<file path="config.mk">
export PLATFORM = sky130hd
export DESIGN_NAME = spi_reg_slave_flat
export DESIGN_NICKNAME = d
export VERILOG_FILES = /design/src/rtl/spi_reg_pkg.sv /design/src/rtl/spi_reg_slave_if.sv /design/src/rtl/spi_pin_sync.sv /design/src/rtl/spi_reg_slave.sv /design/src/flat_wrapper.sv
export SDC_FILE = /design/constraint.sdc
export NUM_CORES = 2
export LEC_CHECK = 0
export CAP_MARGIN = 10
export CORE_MARGIN = 4
export CORE_UTILIZATION = 64
export CTS_CLUSTER_DIAMETER = 80
export CTS_CLUSTER_SIZE = 30
export DETAILED_ROUTE_END_ITERATION = 7
export GPL_TIMING_DRIVEN = 0
export PLACE_DENSITY = 0.79
export SYNTH_ARGS = -nofsm -noshare
export SYNTH_HDL_FRONTEND = slang
export SYNTH_HIERARCHICAL = 1
export SYNTH_SLANG_ARGS = --single-unit
</file>
<file path="constraint.sdc">
create_clock -name FSM_Clk -period 45.2 [get_ports FSM_Clk]
set_input_delay 9.04 -clock FSM_Clk [delete_from_list [all_inputs] [get_ports FSM_Clk]]
set_output_delay 9.04 -clock FSM_Clk [all_outputs]
set_load 0.05 [all_outputs]
</file>
<file path="src/rtl/spi_reg_pkg.sv">
// spi_reg_pkg: shared frame widths, control encoding and FSM states for spi_reg_slave.
package spi_reg_pkg;
   localparam int FRAME_BITS = 16;
   localparam int ADDR_W = 7;
   localparam int DATA_W = 8;
   localparam logic CTRL_WRITE = 1'b1;
   typedef enum logic [2:0] {IDLE, CMD, ADDR, DATA, DONE} state_t;
endpackage

</file>
<file path="src/rtl/spi_reg_slave_if.sv">
// spi_reg_slave_if: SPI pin bundle between initiator (master) and register responder (slave).
interface spi_reg_slave_if;
   logic SPI_CLK;
   logic SPI_EN;
   logic SPI_IN;
   logic SPI_OUT;
   logic spi_out_en;
   modport master (output SPI_CLK, SPI_EN, SPI_IN, input SPI_OUT, spi_out_en);
   modport slave (input SPI_CLK, SPI_EN, SPI_IN, output SPI_OUT, spi_out_en);
endinterface

</file>
<file path="src/rtl/spi_pin_sync.sv">
// spi_pin_sync: 2-FF synchronisers for the SPI pins plus SPI_CLK edge detect.
module spi_pin_sync (
   input  logic FSM_Clk,
   input  logic FSM_Rst,
   input  logic spi_clk,
   input  logic spi_en,
   input  logic spi_in,
   output logic clk_rise,
   output logic clk_fall,
   output logic en_s,
   output logic din_s
);
   logic [2:0] ck;
   logic [1:0] en;
   logic [1:0] din;
   always_ff @(posedge FSM_Clk or posedge FSM_Rst) begin
      if (FSM_Rst) begin
         ck  <= '0;
         en  <= '0;
         din <= '0;
      end else begin
         ck  <= {ck[1:0], spi_clk};
         en  <= {en[0], spi_en};
         din <= {din[0], spi_in};
      end
   end
   assign clk_rise = ck[1] & ~ck[2];
   assign clk_fall = ~ck[1] & ck[2];
   assign en_s = en[1];
   assign din_s = din[1];
endmodule

</file>
<file path="src/rtl/spi_reg_slave.sv">
// spi_reg_slave: SPI register-file responder (W/R bit, 7b addr, 8b data).
// Define SPI_REG_RO_EN to make addresses below RO_LIMIT read-only.
module spi_reg_slave
   import spi_reg_pkg::*;
#(
   parameter int NUM_REGS = 128,
   parameter logic [DATA_W-1:0] RESET_VAL = 8'h00,
   parameter int RO_LIMIT = 4
) (
   input  logic FSM_Clk,
   input  logic FSM_Rst,
   spi_reg_slave_if.slave spi,
   input  logic [ADDR_W-1:0] lcl_addr,
   output logic [DATA_W-1:0] lcl_data,
   output logic wr_strobe,
   output logic [ADDR_W-1:0] wr_addr,
   output logic [DATA_W-1:0] wr_data,
   output logic rd_strobe
);
   logic rise, clk_fall_unused, en_s, din_s;
   state_t state_q, state_d;
   logic [4:0] cnt_q, cnt_d;
   logic is_wr_q, is_wr_d, out_q, out_d, oen_q, oen_d, wrs_d, rds_d, commit, wr_ok;
   logic [ADDR_W-1:0] addr_q, addr_d, addr_nx;
   logic [DATA_W-1:0] data_q, data_d, data_nx, sh_q, sh_d, rd_word;
   logic [DATA_W-1:0] regs [2**ADDR_W];
   logic armed_q;
   logic [1:0] warm_q;

   spi_pin_sync u_sync (
      .FSM_Clk(FSM_Clk), .FSM_Rst(FSM_Rst),
      .spi_clk(spi.SPI_CLK), .spi_en(spi.SPI_EN), .spi_in(spi.SPI_IN),
      .clk_rise(rise), .clk_fall(clk_fall_unused), .en_s(en_s), .din_s(din_s)
   );

   assign addr_nx = {addr_q[ADDR_W-2:0], din_s};
   assign data_nx = {data_q[DATA_W-2:0], din_s};
   assign rd_word = (32'(addr_nx) < NUM_REGS) ? regs[addr_nx] : '0;
`ifdef SPI_REG_RO_EN
   assign wr_ok = (32'(addr_q) < NUM_REGS) && (32'(addr_q) >= RO_LIMIT);
`else
   logic unused_ro;
   assign unused_ro = ^RO_LIMIT;
   assign wr_ok = 32'(addr_q) < NUM_REGS;
`endif
   assign spi.SPI_OUT = out_q;
   assign spi.spi_out_en = oen_q;

   always_comb begin
      state_d = state_q;
      cnt_d = cnt_q;
      is_wr_d = is_wr_q;
      addr_d = addr_q;
      data_d = data_q;
      sh_d = sh_q;
      out_d = out_q;
      oen_d = oen_q;
      wrs_d = 1'b0;
      rds_d = 1'b0;
      commit = 1'b0;
      if (state_q != IDLE && !en_s) begin
         state_d = IDLE;
         out_d = 1'b0;
         oen_d = 1'b0;
      end else if (state_q == IDLE) begin
         cnt_d = '0;
         addr_d = '0;
         data_d = '0;
         sh_d = '0;
         if (armed_q && en_s) state_d = CMD;
      end else if (rise) begin
         cnt_d = (cnt_q == 5'(FRAME_BITS)) ? cnt_q : cnt_q + 5'd1;
         if (state_q == CMD) begin
            is_wr_d = din_s == CTRL_WRITE;
            state_d = ADDR;
         end else if (state_q == ADDR) begin
            addr_d = addr_nx;
            if (cnt_q == 5'(ADDR_W)) begin
               state_d = DATA;
               if (!is_wr_q) begin
                  sh_d = rd_word;
                  out_d = rd_word[DATA_W-1];
                  oen_d = 1'b1;
                  rds_d = 1'b1;
               end
            end
         end else if (state_q == DATA) begin
            data_d = data_nx;
            if (cnt_q == 5'(FRAME_BITS - 1)) begin
               state_d = DONE;
               out_d = 1'b0;
               oen_d = 1'b0;
               wrs_d = is_wr_q;
               commit = is_wr_q;
            end else if (!is_wr_q) begin
               sh_d = sh_q << 1;
               out_d = sh_q[DATA_W-2];
            end
         end
      end
   end

   // armed_q ignores a frame already in flight when reset releases
   always_ff @(posedge FSM_Clk or posedge FSM_Rst) begin
      if (FSM_Rst) begin
         state_q <= IDLE;
         cnt_q <= '0;
         is_wr_q <= 1'b0;
         addr_q <= '0;
         data_q <= '0;
         sh_q <= '0;
         out_q <= 1'b0;
         oen_q <= 1'b0;
         wr_strobe <= 1'b0;
         rd_strobe <= 1'b0;
         wr_addr <= '0;
         wr_data <= '0;
         lcl_data <= '0;
         armed_q <= 1'b0;
         warm_q <= '0;
         for (int i = 0; i < 2**ADDR_W; i++) regs[i] <= RESET_VAL;
      end else begin
         state_q <= state_d;
         cnt_q <= cnt_d;
         is_wr_q <= is_wr_d;
         addr_q <= addr_d;
         data_q <= data_d;
         sh_q <= sh_d;
         out_q <= out_d;
         oen_q <= oen_d;
         wr_strobe <= wrs_d;
         rd_strobe <= rds_d;
         warm_q <= {warm_q[0], 1'b1};
         armed_q <= armed_q | (warm_q[1] & ~en_s);
         lcl_data <= (32'(lcl_addr) < NUM_REGS) ? regs[lcl_addr] : '0;
         if (commit) begin
            wr_addr <= addr_q;
            wr_data <= data_nx;
            if (wr_ok) regs[addr_q] <= data_nx;
         end
      end
   end
endmodule
</file>
<file path="src/flat_wrapper.sv">
// flat-port wrapper written by rule: the top's interface ports become plain ports
module spi_reg_slave_flat import spi_reg_pkg::*;
#(
   parameter int NUM_REGS = 128,
   parameter logic [DATA_W-1:0] RESET_VAL = 8'h00,
   parameter int RO_LIMIT = 4
)
  (FSM_Clk, FSM_Rst, lcl_addr, lcl_data, wr_strobe, wr_addr, wr_data, rd_strobe, spi_SPI_CLK, spi_SPI_EN, spi_SPI_IN, spi_SPI_OUT, spi_spi_out_en);
  spi_reg_slave_if spi_i ();
  input  logic FSM_Clk;
  input  logic FSM_Rst;
  input  logic [ADDR_W-1:0] lcl_addr;
  output logic [DATA_W-1:0] lcl_data;
  output logic wr_strobe;
  output logic [ADDR_W-1:0] wr_addr;
  output logic [DATA_W-1:0] wr_data;
  output logic rd_strobe;
  input wire logic [$bits(spi_i.SPI_CLK)-1:0] spi_SPI_CLK;
  input wire logic [$bits(spi_i.SPI_EN)-1:0] spi_SPI_EN;
  input wire logic [$bits(spi_i.SPI_IN)-1:0] spi_SPI_IN;
  output wire logic [$bits(spi_i.SPI_OUT)-1:0] spi_SPI_OUT;
  output wire logic [$bits(spi_i.spi_out_en)-1:0] spi_spi_out_en;
  assign spi_i.SPI_CLK = spi_SPI_CLK;
  assign spi_i.SPI_EN = spi_SPI_EN;
  assign spi_i.SPI_IN = spi_SPI_IN;
  assign spi_SPI_OUT = spi_i.SPI_OUT;
  assign spi_spi_out_en = spi_i.spi_out_en;
  spi_reg_slave #(.NUM_REGS(NUM_REGS), .RESET_VAL(RESET_VAL), .RO_LIMIT(RO_LIMIT)) u_core (.FSM_Clk(FSM_Clk), .FSM_Rst(FSM_Rst), .spi(spi_i), .lcl_addr(lcl_addr), .lcl_data(lcl_data), .wr_strobe(wr_strobe), .wr_addr(wr_addr), .wr_data(wr_data), .rd_strobe(rd_strobe));
endmodule
</file>
---- Yosys cells after proc, flatten, opt, wreduce, memory -nomap -nowiden ----
Index checks and enable logic that the tools add are counted.
word-level totals
  output and inout port bits .............. 27
  input bits .............................. 12
  logic and storage cells ................. 276
  register bits ........................... 1091
cells by class
  bitwise logic cells ..................... 10
  magnitude comparators ................... 4
  mux-type cells .......................... 72
  add/sub/neg operators ................... 1
  equal/unequal tests ..................... 19
  reduce and logical (&&, ||, !) cells .... 24
operators with widths
  kind                                                        count
  bitwise mux 1024 bit                                        1
  two-way mux 7 bit                                           18
  binary-select mux 8 bit (select 7 bit)                      2
  demux 8 bit (select 7 bit)                                  1
  two-way mux 8 bit                                           5
  two-way mux 1 bit                                           33
  two-way mux 3 bit                                           9
  >= comparator 8 bit, second input constant                  3
  inverter 7 -> 8 bit                                         3
  AND reduction 7 bit                                         3
  two-way mux 5 bit                                           3
  nonzero test 3 bit                                          5
  != test 2 x 1 -> 1 bit, second input constant               5
  AND reduction 5 bit                                         2
  nonzero test 5 bit                                          2
  != test 3 x 2 -> 1 bit, second input constant               3
  less-than comparator 8 x 1 -> 1 bit, second input constant  1
  AND reduction 4 bit                                         2
  nonzero test 2 bit                                          4
  equality test 3 x 2 -> 1 bit, second input constant         2
  != test 3 bit, second input constant                        2
  adder 5 x 1 -> 5 bit, second input constant                 1
  equality test 5 x 3 -> 1 bit, second input constant         1
  equality test 5 x 4 -> 1 bit, second input constant         1
  other kinds (12)                                            18

---- Logic depth before layout (Yosys ltp) ----
  depth after elaboration ................. 11
  depth in mapped cells ................... 12

---- By module ----
Netlist, hierarchy kept.
by module, submodules not included
  module         area each (sq um)  sequential area each (sq um)  cells each  times used
  spi_reg_slave  57501.4            27126.0                       3795        1
  spi_pin_sync   193.9              175.2                         10          1

---- Worst setup path before layout ----
No wires, ideal clock.
  path kind ............................... in2reg
  start point ............................. input lcl_addr[0]
  end point ............................... register u_core.lcl_data[0]
  cell stages on the path ................. 6
  required time ........................... 45.075 ns
  arrival time ............................ 11.425 ns
  setup slack ............................. 33.650 ns
  setup time .............................. 0.125 ns
  cells stage by stage .................... clkbuf_1 > buf_1 > mux4_2 > mux4_2 > mux4_2 > mux2_2
between the ends
  cells in the longest elaborated chain, start to end .. 4
RTL lines
  element                                               line                  RTL
  start: declaration                                    flat_wrapper.sv:12    input logic [ADDR_W-1:0] lcl_addr;
  inverter 7 -> 8 bit (implied by the code)             spi_reg_slave.sv:135  lcl_data <= (32'(lcl_addr) < NUM_REGS) ? regs[lcl_addr] : '0;
  binary-select mux 8 bit (select 7 bit)                spi_reg_slave.sv:135
  two-way mux 8 bit (implied by the code) (2 in a row)  spi_reg_slave.sv:135
  end signal: assignment                                spi_reg_slave.sv:135
  end: declaration                                      spi_reg_slave.sv:14   output logic [DATA_W-1:0] lcl_data,
Every way passes these cells. The select of a mux whose other input is x is not followed.
A chain may end at the register's enable or synchronous reset.

---- Final worst setup path ----
  start point ............................. input lcl_addr[2]
  end point ............................... register u_core.lcl_data[2]
Same word-level chain as after synthesis.

==> impl_metrics.toml <==
[outcome]
run_status = "finished, violations left"
violations = "design-rule violations, max-capacitance violations, max-slew violations"

[timing]
clock.fmax_ghz = 0.0805
relSlewSlack = -0.0806
hold_viol = 0
final-max-slew-violation-count = 41
fin_worst_skew_ns = 0.0313
setup_tns_ns = 0
period_share = 0.275
whs_ns = 0.362
final-setup-viol-count = 0
fin_crit_ns = 12.43
tightest_slew_ns = 1.62
rsz0062_at_grt = "no"

[detailed_routing]
dr.first_iter.drc_count = 7596
finalWirelength_um = 252000
drt.antenna.violating_nets = 0
wl_per_cell_um = 48.8
drc = 1
via_count = 42600
drt_first_pass_iters = 8
drt-vias-per-instance = 8.26

[placed_design]
globalplace.congestion = 1.10
place_hpwl_um = 184000
dpl.cell_count = 5033
io_buffers = 31

[global_route]
grt_usage = 0.533
grt_overflow_total = 0
grt_start_max_net_pins = 128
grt_pass1_wl_um = 339000
antenna_found_initial = 31
grt_pass1_vias = 40100

[clocking]
cts_resized = 0
postCtsSetupBuffers = 0
root_buffer = "clkbuf_16"
path_clk_slew_ns = 0.11
cts.sink_count = 1091
h-tree-depth = 2
cts.path.max_buffers = 3
clk_latency_ns = 0.70
cts_buffers = 51
cts_tree = "done"
holdBufCountCts = 0

[synth]
syn_area_per_cell_sq_um = 15.2
syn_nets = 3819
syn_inst = 3804
syn-cell-area_sq_mm = 0.0577
yosysWarnings = 6

[layout]
area.growth.synth_to_final_pct = 7.62
drive_gt1_frac = 0.462
nFillCells = 6085
nNetsFinal = 3945
utilization = 0.698
finalNonFillerCells = 5158

[power]
p_sw_frac = 0.261
p_int_mw = 1.25
peakVddDrop_v = 0.0000364
power_density_mw_per_mm2 = 27.3
p_seq_frac = 0.578
leakage_nw = 27.6
clock_power_share = 0.356
pwr-share-comb = 0.066
p_total_mw = 1.69
p_switching_mw = 0.442

[floorplanning]
core_area_sq_mm = 0.0889
die_y_um = 308
die_x_um = 308
row_count = 109
fp.dieArea_sq_mm = 0.0950
initial_utilization = 0.649
ioPinCount = 39

[worst_hold_path]
hold_depth = 0
min_path_type = "register to register"

[worst_setup_path]
start_kind = "primary input"
crit_path_end_kind = "register"
required_ns = 45.75
worst_ep_arrival_time_ns = 12.98
critPathKind = "primary input to register"
reg2regPathDepth = 11
cp_max_fo = 10

[job]
max_cap_viol_count = 4
[worst paths after layout]
path / startpoint / endpoint / slack, ns
hold reg to reg: u_core/warm_q[0] / u_core/warm_q[1] / 0.36
min in group asynchronous: FSM_Rst / u_core/u_sync/din[1] / 8.73
hold / removal: u_core/warm_q[0] / u_core/warm_q[1] / 0.36
max in group asynchronous: FSM_Rst / u_core/regs[608] / 34.31
setup / recovery: lcl_addr[2] / u_core/lcl_data[2] / 32.77
setup reg to reg: u_core/u_sync/din[1] / u_core/sh_q[4] / 38.52
[stage by stage]
step / setup WS [ns] / instance area [sq um]
2_1_floorplan: 5.64 / 57700
3_3_place_gp: -6.65 / 59500
3_5_place_dp: 32.31 / 60100
4_1_cts: 33.01 / 61900
5_1_grt: 32.96 / 62000
6_report: 32.77 / 62100
[power groups by stage]
stage | Clock (mW) | Sequential (mW) | Combinational, mW
finish | 0.603 | 0.979 | 0.111
global placement | 0 | 1.00 | 0.0999
floorplan | 0 | 1.00 | 0.0572
CTS | 0.601 | 0.978 | 0.105
detailed placement | 0 | 0.998 | 0.105
global route | 0.635 | 0.979 | 0.113
[cell usage in the layout, fill, tap and decap left out, types with 21 or more instances in the layout]
cell and n:
dfrtp_1 1091, mux2_2 1060, mux4_2 519, mux2i_1 199
clkbuf_1 193, nand2_1 160, a22oi_1 86, nor2_1 71
buf_2 63, clkbuf_16 53, a21oi_1 51, buf_1 32
clkdlybuf4s50_1 31, nand3_1 31, buf_4 30, diode_2 27
nor2b_1 21, buf_8 21
[layout make-up]
| cell class | instances | area (sq um) | share of cell area |
|---|---|---|---|
| Clock inverter | 34 | 407 | 0.00655 |
| Buffer | 329 | 1470 | 0.0236 |
| Tap cell | 1165 | 1460 | 0.0235 |
| Clock buffer | 55 | 1350 | 0.0218 |
| Antenna cell | 27 | 67.6 | 0.00109 |
| Sequential cell | 1091 | 27300 | 0.440 |
| Timing Repair Buffer | 73 | 1090 | 0.0175 |
| Multi-Input combinational cell | 2373 | 28900 | 0.465 |
| Inverter | 11 | 48.8 | 0.000786 |
[state kept, by name (all words and copies together), names as in the netlist, 5 cells and up]
register         flops
u_core/sh_q          7
u_core/data_q        7
u_core/regs       1024
u_core/addr_q        7
u_core/cnt_q         5
u_core/lcl_data      8
u_core/wr_data       8
u_core/wr_addr       7
[critical path: stages]
cell      delay (ns)
clkbuf_1        0.73
clkbuf_1        1.17
mux4_2          0.46
mux4_2          0.64
mux4_2          0.52
mux2_2          0.36
[routing by layer]
metal	wire length, um	track usage
met1	83000	0.661
met2	98200	0.692
met3	46300	0.323
met4	23600	0.368
met5	422	0.00455
Power figures use the tool's default switching activity.
